### src/rtl/apb_slave_pkg.sv
`default_nettype none
// ============================================================================
// apb_slave_pkg : shared APB encodings, response codes and default widths
// Revision      : 1.0
// ============================================================================
package apb_slave_pkg;

  localparam int APB_ADDR_WIDTH = 8;
  localparam int APB_DATA_WIDTH = 8;

  localparam logic RESP_OKAY   = 1'b0;
  localparam logic RESP_SLVERR = 1'b1;

  typedef enum logic [1:0] {
    ST_IDLE   = 2'd0,
    ST_ACCESS = 2'd1,
    ST_ERR    = 2'd2
  } apb_state_e;

  function automatic logic addr_in_range(input logic [31:0] addr, input int unsigned depth);
    return addr < depth;
  endfunction

endpackage
`default_nettype wire

### src/rtl/apb_slave_regfile.sv
`default_nettype none
// ============================================================================
// apb_slave_regfile : DEPTH x DATA_WIDTH registers, sync write, async read
// Revision          : 1.0
// ============================================================================
module apb_slave_regfile #(
  parameter int DATA_WIDTH = 8,
  parameter int DEPTH      = 16,
  parameter int IDX_W      = (DEPTH > 1) ? $clog2(DEPTH) : 1
) (
  input  logic                  clk_i,
  input  logic                  rst_ni,
  input  logic                  we_i,
  input  logic [IDX_W-1:0]      waddr_i,
  input  logic [DATA_WIDTH-1:0] wdata_i,
  input  logic [IDX_W-1:0]      raddr_i,
  output logic [DATA_WIDTH-1:0] rdata_o
);

  logic [DATA_WIDTH-1:0] mem_q [DEPTH];

  always_ff @(posedge clk_i) begin
    if (!rst_ni) begin
      for (int i = 0; i < DEPTH; i++) begin
        mem_q[i] <= '0;
      end
    end else if (we_i && (32'(waddr_i) < DEPTH)) begin
      mem_q[waddr_i] <= wdata_i;
    end
  end

  // Guard keeps non-power-of-two depths from indexing past the array.
  assign rdata_o = (32'(raddr_i) < DEPTH) ? mem_q[raddr_i] : '0;

endmodule
`default_nettype wire

### src/rtl/apb_slave.sv
`default_nettype none
// ============================================================================
// apb_slave : APB completer with wait states, range and protocol checking
// Revision  : 1.0
// ============================================================================
module apb_slave
  import apb_slave_pkg::*;
#(
  parameter int ADDR_WIDTH  = APB_ADDR_WIDTH,
  parameter int DATA_WIDTH  = APB_DATA_WIDTH,
  parameter int DEPTH       = 16,
  parameter int WAIT_STATES = 1
) (
  input  logic                  PCLK,
  input  logic                  PRESETn,
  input  logic                  PSEL,
  input  logic                  PENABLE,
  input  logic                  PWRITE,
  input  logic [ADDR_WIDTH-1:0] PADDR,
  input  logic [DATA_WIDTH-1:0] PWDATA,
  output logic [DATA_WIDTH-1:0] PRDATA,
  output logic                  PREADY,
  output logic                  PSLVERR
);

  localparam int         IDX_W     = (DEPTH > 1) ? $clog2(DEPTH) : 1;
  localparam logic [3:0] WAIT_INIT = 4'(WAIT_STATES);

  apb_state_e            state_q;
  logic [3:0]            count_q;
  logic                  err_q;
  logic                  write_q;
  logic [ADDR_WIDTH-1:0] addr_q;
  logic [DATA_WIDTH-1:0] wdata_q;
  logic [DATA_WIDTH-1:0] prdata_q;

  logic                  ready;
  logic                  mismatch;
  logic                  complete;
  logic                  commit;
  logic                  read_drive;
  logic [DATA_WIDTH-1:0] rf_rdata;
  logic [DATA_WIDTH-1:0] read_val;

  assign ready      = (state_q == ST_ERR) || ((state_q == ST_ACCESS) && (count_q == 4'd0));
  assign mismatch   = (PADDR != addr_q) || (PWRITE != write_q) || (PWDATA != wdata_q);
  assign complete   = (state_q == ST_ACCESS) && (count_q == 4'd0) && PSEL && PENABLE;
  // A violation sampled on the completing edge itself still blocks the write.
  assign commit     = complete && write_q && !err_q && !mismatch;
  assign read_drive = (state_q == ST_ACCESS) && (count_q == 4'd0) && !write_q;
  assign read_val   = err_q ? '0 : rf_rdata;

  assign PREADY  = ready;
  assign PSLVERR = ready && (err_q || (state_q == ST_ERR)) ? RESP_SLVERR : RESP_OKAY;
  assign PRDATA  = read_drive ? read_val : prdata_q;

  apb_slave_regfile #(
    .DATA_WIDTH (DATA_WIDTH),
    .DEPTH      (DEPTH),
    .IDX_W      (IDX_W)
  ) u_regfile (
    .clk_i   (PCLK),
    .rst_ni  (PRESETn),
    .we_i    (commit),
    .waddr_i (addr_q[IDX_W-1:0]),
    .wdata_i (wdata_q),
    .raddr_i (addr_q[IDX_W-1:0]),
    .rdata_o (rf_rdata)
  );

  always_ff @(posedge PCLK) begin
    if (!PRESETn) begin
      state_q  <= ST_IDLE;
      count_q  <= 4'd0;
      err_q    <= 1'b0;
      write_q  <= 1'b0;
      addr_q   <= '0;
      wdata_q  <= '0;
      prdata_q <= '0;
    end else begin
      if (read_drive) begin
        prdata_q <= read_val;
      end
      case (state_q)
        ST_IDLE: begin
          if (PSEL && !PENABLE) begin
            addr_q  <= PADDR;
            write_q <= PWRITE;
            wdata_q <= PWDATA;
            count_q <= WAIT_INIT;
            err_q   <= !addr_in_range(32'(PADDR), DEPTH);
            state_q <= ST_ACCESS;
          end else if (PSEL && PENABLE) begin
            state_q <= ST_ERR;
          end
        end
        ST_ACCESS: begin
          if (!PSEL) begin
            err_q   <= 1'b0;
            state_q <= ST_IDLE;
          end else begin
            if (mismatch) begin
              err_q <= 1'b1;
            end
            if (count_q != 4'd0) begin
              count_q <= count_q - 4'd1;
            end else if (PENABLE) begin
              state_q <= ST_IDLE;
            end
          end
        end
        ST_ERR: begin
          state_q <= ST_IDLE;
        end
        default: begin
          state_q <= ST_IDLE;
        end
      endcase
    end
  end

endmodule
`default_nettype wire

### config.mk
export PLATFORM = sky130hd
export DESIGN_NAME = apb_slave
export DESIGN_NICKNAME = d
export VERILOG_FILES = /design/src/rtl/apb_slave_pkg.sv /design/src/rtl/apb_slave_regfile.sv /design/src/rtl/apb_slave.sv
export SDC_FILE = /design/constraint.sdc
export NUM_CORES = 1
export LEC_CHECK = 0
export CORE_MARGIN = 2
export CORE_UTILIZATION = 57
export DETAILED_ROUTE_END_ITERATION = 12
export HOLD_SLACK_MARGIN = 0.05
export PLACE_DENSITY = 0.76
export REMOVE_ABC_BUFFERS = 1
export SYNTH_ARGS = -nofsm -noshare
export SYNTH_HDL_FRONTEND = slang
export SYNTH_SLANG_ARGS = --single-unit
export TNS_END_PERCENT = 50
### constraint.sdc
create_clock -name PCLK -period 3.1 [get_ports PCLK]
set_clock_uncertainty 0.05 [all_clocks]
set_input_delay 0.465 -clock PCLK [delete_from_list [all_inputs] [get_ports PCLK]]
set_output_delay 0.465 -clock PCLK [all_outputs]
set_load 0.03 [all_outputs]
Word level (Yosys, flattened, before mapping)
Memory sizes are Yosys's and may differ from the RTL's. A register that Yosys moved wholly into a read port is not among the register bits. Cells that the tools add are included.

Input bits: 21. Register bits: 32. Memories: 1. Memory bits (writable): 128.

Memory list: u_regfile.mem_q (depth 16, bits a word 8, rd ports 1, clocked after Yosys merged registers in 1, wr ports 16, line apb_slave_regfile.sv:20) `logic [DATA_WIDTH-1:0] mem_q [DEPTH];`.

Add/sub/neg operators: 1. Multiplexer cells: 26. Eq/ne operators: 12. Reductions and logical operators: 28. $lt $le $gt $ge: 1.

Operators by type and width (count): $mux W4 (6); $mux W8 (3); $ne A8 B8 Y1 (2); $ne A3 B3 Y1 const B (4); $logic_and A1 B1 Y1 (10); $mux W2 (5); $mux W1 (9); $lt A8 B5 Y1 const B (1); $pmux W4 S2 (1); $reduce_or A8 Y1 (1); $reduce_and A3 Y1 (2); $logic_not A1 Y1 (5); $logic_not A4 Y1 (1); $logic_or A1 B1 Y1 (4); $ne A2 B2 Y1 const B (2); $pmux W2 S2 (1); $reduce_and A4 Y1 (1); $reduce_bool A4 Y1 (1); $sub A4 B1 Y4 const B (1); $eq A2 B1 Y1 const B (1); $eq A2 B2 Y1 const B (1); $logic_not A2 Y1 (1); $ne A2 B1 Y1 const B (1); $pmux W1 S2 (1); 3 further kinds (3).

Longest topological paths before layout
Depth after elaboration: 12. Depth in mapped cells: 8. Depth with buffers taken out: 7.

Hierarchy
A second synthesis with hierarchy kept.

Cells, all modules: 558. Area total of the unflattened synthesis: 7587.3 µm².

Modules (own cells, without submodules): apb_slave_regfile (sequential area each 3843.7 µm², cells an instance 375, area each 5948.2 µm², times used 1); apb_slave (sequential area each 640.6 µm², cells an instance 183, area each 1639.1 µm², times used 1).

Worst setup path after synthesis
OpenSTA, ideal clock, no wires.

Kind: register to register. From: register count_q[0]. To: memory u_regfile.mem_q[15][0], enable pin. Setup slack: 363 ps. Clock period less this slack: 2737 ps. Stages on the path, launching flop included: 9. Setup time: 384 ps. Data required time: 2666 ps. Arrival: 2303 ps. Path buffers: 1. Cell sequence: dfxtp_1 -> inv_1 -> ha_1 -> nor3b_4 -> nand2_1 -> nor2_1 -> nand4b_1 -> clkbuf_2 -> o21ai_0.

RTL lines: from (decl) (line apb_slave.sv:30) `logic [3:0] count_q;`; from (signal assigned) (line apb_slave.sv:106) `count_q <= count_q - 4'd1;`; to (decl) (line apb_slave_regfile.sv:20).

Worst setup path after layout
From: register count_q[0]. To: output port PRDATA[2].

Cells in the longest elaborated chain, start to end: 4.

Ends and longest elaborated chain: $logic_not A4 Y1 (line apb_slave.sv:50) `assign read_drive = (state_q == ST_ACCESS) && (count_q == 4'd0) && !write_q;`; $logic_and A1 B1 Y1 (2 in a row) (line apb_slave.sv:50); $mux W8; to (decl) (line apb_slave.sv:21) `output logic [DATA_WIDTH-1:0] PRDATA,`.

Every way passes these cells.

==> impl_metrics.csv <==
group,metric,value,unit
outcome,status,"finished clean",
finish,syn_to_final_growth,16.7,%
setup_path,arrival,2390,ps
route,wire_per_inst,19.9,um
timing,fin_crit_sh,93.7,%
synth,synth_top_family_by_area,"simple AND/OR/NAND/NOR gates",
setup_path,crit_fanout,8,
synth,synthArstFlopShare,0,%
synth,synthSimpleGateAreaFrac,16.2,%
floorplanning,start_util,58.0,%
finish,final_cell_mix,"137 x nor2_1, 128 x edfxtp_1, 59 x nand2_1, 44 x buf_4, 35 x dfxtp_1",
route,drt_wl_total,16.2,mm
global_routing,first_global_vias,4862,
synth,syn-cell-area,7290,um^2
setup_path,path_class,"reg2out",
synth,syn_inst,579,
finish,layout_commonest_cell,"nor2_1",
placed_design,place.gp.congestion,0.809,
route,dr.pass1.iters,5,
global_routing,grt.overflow.total,0,
finish,fin_nets,652,
global_routing,antenna_found_initial,0,
synth,ys_seq_elements,164,
synth,syn_avg_cell_area,12.6,um^2
clocking,cts_buffer_depth,2,
synth,yosysSeqAreaShare,62.6,%
clocking,clk_pin_slew_worst_paths,60,ps
synth,yosysWarnings,0,
synth,yosysUniqueCellTypes,42,
timing,slew_headroom,61.5,%
clocking,cts_tree,"built",
floorplanning,rows,41,
finish,multi_input_area,2570,um^2
global_routing,track_usage,26.2,%
placed_design,hpwl,10.9,mm
timing,clock.fmax,344,MHz
clocking,cts_max_level,4,
synth,synth.area.top_cells,"edfxtp_1 53%, dfxtp_1 9.9%, mux4_2 9.9%, nor2_1 7.1%, nand2_1 3.0%",
clocking,postCtsHoldBufs,0,
setup_path,crit_path_end_kind,"primary output",
job,drv_cap,0,
power_and_ir_drop,power_density,572,nW/um^2
synth,synthXorXnorAreaFrac,2.28,%
floorplanning,die_h,117,um
floorplanning,die_w,117,um
timing,period_needed,2900,ps
clocking,clk_latency,430,ps
setup_path,cpMaxStageDelayCell,"or4b_4",
synth,synthFlopType,"edfxtp_1",
finish,drive_gt1_share,17.6,%
route,drt_drc_violations_left,0,
power_and_ir_drop,ir_drop,0.299,mV
route,vias_per_cell,5.92,
floorplanning,boundaryPins,31,
floorplanning,dieArea,13700,um^2
power_and_ir_drop,power,4.87,mW
finish,fillers,885,
clocking,numClockSinks,164,
timing,rsz0062_at_grt,"no",
synth,synth_top_area_share,52.7,%
synth,synth_mux_area_share,11.0,%
finish,seqCellArea,4570,um^2
setup_path,cp_cell_sequence,"inv_1 -> ha_1 -> or4b_4 -> nor3_4 -> a22oi_1 -> o211ai_1 -> buf_4",
timing,tightest_slew,578,ps
setup_path,critPathLaunchType,"register",
synth,synthAdderAreaFrac,0.172,%
timing,fin_setup_tns,0,ps
power_and_ir_drop,cellLeakagePower,2.89,nW
synth,synth_edf_count,128,
floorplanning,core,12600,um^2
route,drt_iter0_drc,614,
clocking,clockRootBuffer,"clkbuf_16",
finish,antenna_cells,0,
timing,final_hold_viol_count,0,
timing,setup_violations,0,
timing,finalMaxSlewViolations,0,
route,vias,4826,
hold_path,hold_class,"reg2reg",
clocking,cts_buffers,17,
global_routing,grt_pass1_wl,26.0,mm
setup_path,crit_path_max_incr_delay,520,ps
route,drtAntennaViolNets,0,
setup_path,required,2580,ps
global_routing,grt_start_max_net_pins,47,
synth,synth-compound-area-share,5.34,%
placed_design,portBuffers,30,
synth,yosys.area.top_type,"edfxtp_1",
report_power, final:
part	switching (mW)	total, mW	internal [mW]
clock network	0.799	2.02	1.22
registers	0.0425	2.48	2.44
logic	0.202	0.366	0.164
total	1.04	4.87	3.83
cell families after synthesis:
| kind of cell | count (synthesis) |
|---|---|
| compound gates | 56 |
| xor+xnor | 19 |
| flops | 164 |
| buf+inv | 40 |
| fa+ha+maj | 1 |
| simple gates | 259 |
| mux | 40 |
worst max-delay path: cells and delay by family, from the launching register on:
family	cells	cell delay, ps
compound gates	2	330
fa+ha+maj	1	190
buf+inv	2	280
flops	1	330
simple gates	2	830
metal layers:
metal	GRT usage, %	wire, um	up-vias
li1	-	-	2199
met1	35.1	6470	2376
met2	42.2	8110	220
met3	5.87	1250	31
met4	10.5	420	0
met5	0	0	-
path summary, 6_finish.rpt:
path,start,endpoint,slack [ps],depth (start not counted)
min,addr_q[4]$_SDFFE_PN0P_,addr_q[4]$_SDFFE_PN0P_,430,2
max,count_q[0]$_SDFFE_PN0P_,PRDATA[2],200,7
min reg2reg,addr_q[4]$_SDFFE_PN0P_,addr_q[4]$_SDFFE_PN0P_,430,2
max reg2reg,count_q[0]$_SDFFE_PN0P_,u_regfile.mem_q[14][1]$_SDFFCE_PN0P_,650,10
state kept, by name (all words and copies together) (netlist names), named ones only:
signal	flops
addr_q	8
count_q	4
err_q	1
prdata_q	8
state_q	2
u_regfile.mem_q	128
wdata_q	8
write_q	1
through the flow:
stage / instances / utilization [%] / instance area, um^2 / hold WS [ps] / worst slack, ps
2_1_floorplan: 543 / - / 7130 / 406 / 6.99
3_3_place_gp: 782 / 63.0 / 7910 / 413 / 505
3_5_place_dp: 782 / 63.0 / 7910 / 421 / 396
4_1_cts: 814 / 67.5 / 8480 / 428 / 33.7
5_1_grt: 815 / 67.7 / 8510 / 451 / 23.9
6_report: 815 / 67.7 / 8510 / 425 / 196
cells in the mapped netlist, types with 13 or more instances:
master,instances
nand2_1,59
a21boi_0,17
nor2b_1,13
clkbuf_1,17
nand4_1,13
o21ai_0,16
edfxtp_1,128
mux4_2,32
nor2_1,137
dfxtp_1,36
buf_2,17
xnor2_1,15
area by class of cell:
cell class	instances	area share (%)
clock buffers	26	5.63
clock inverters	6	0.926
inverters	4	0.176
multi-input cells	375	30.2
flip-flops and latches	164	53.6
well taps	172	2.53
repair buffers	68	6.94
what timing repair did:
item | CTS | global route
endpoints found under the setup margin | 8 | 8
setup buffers | 0 | 1
resized for setup | 2 | 2
pin swaps | 0 | 2
cloned | 0 | 0
(Power assumes the default switching activity.)
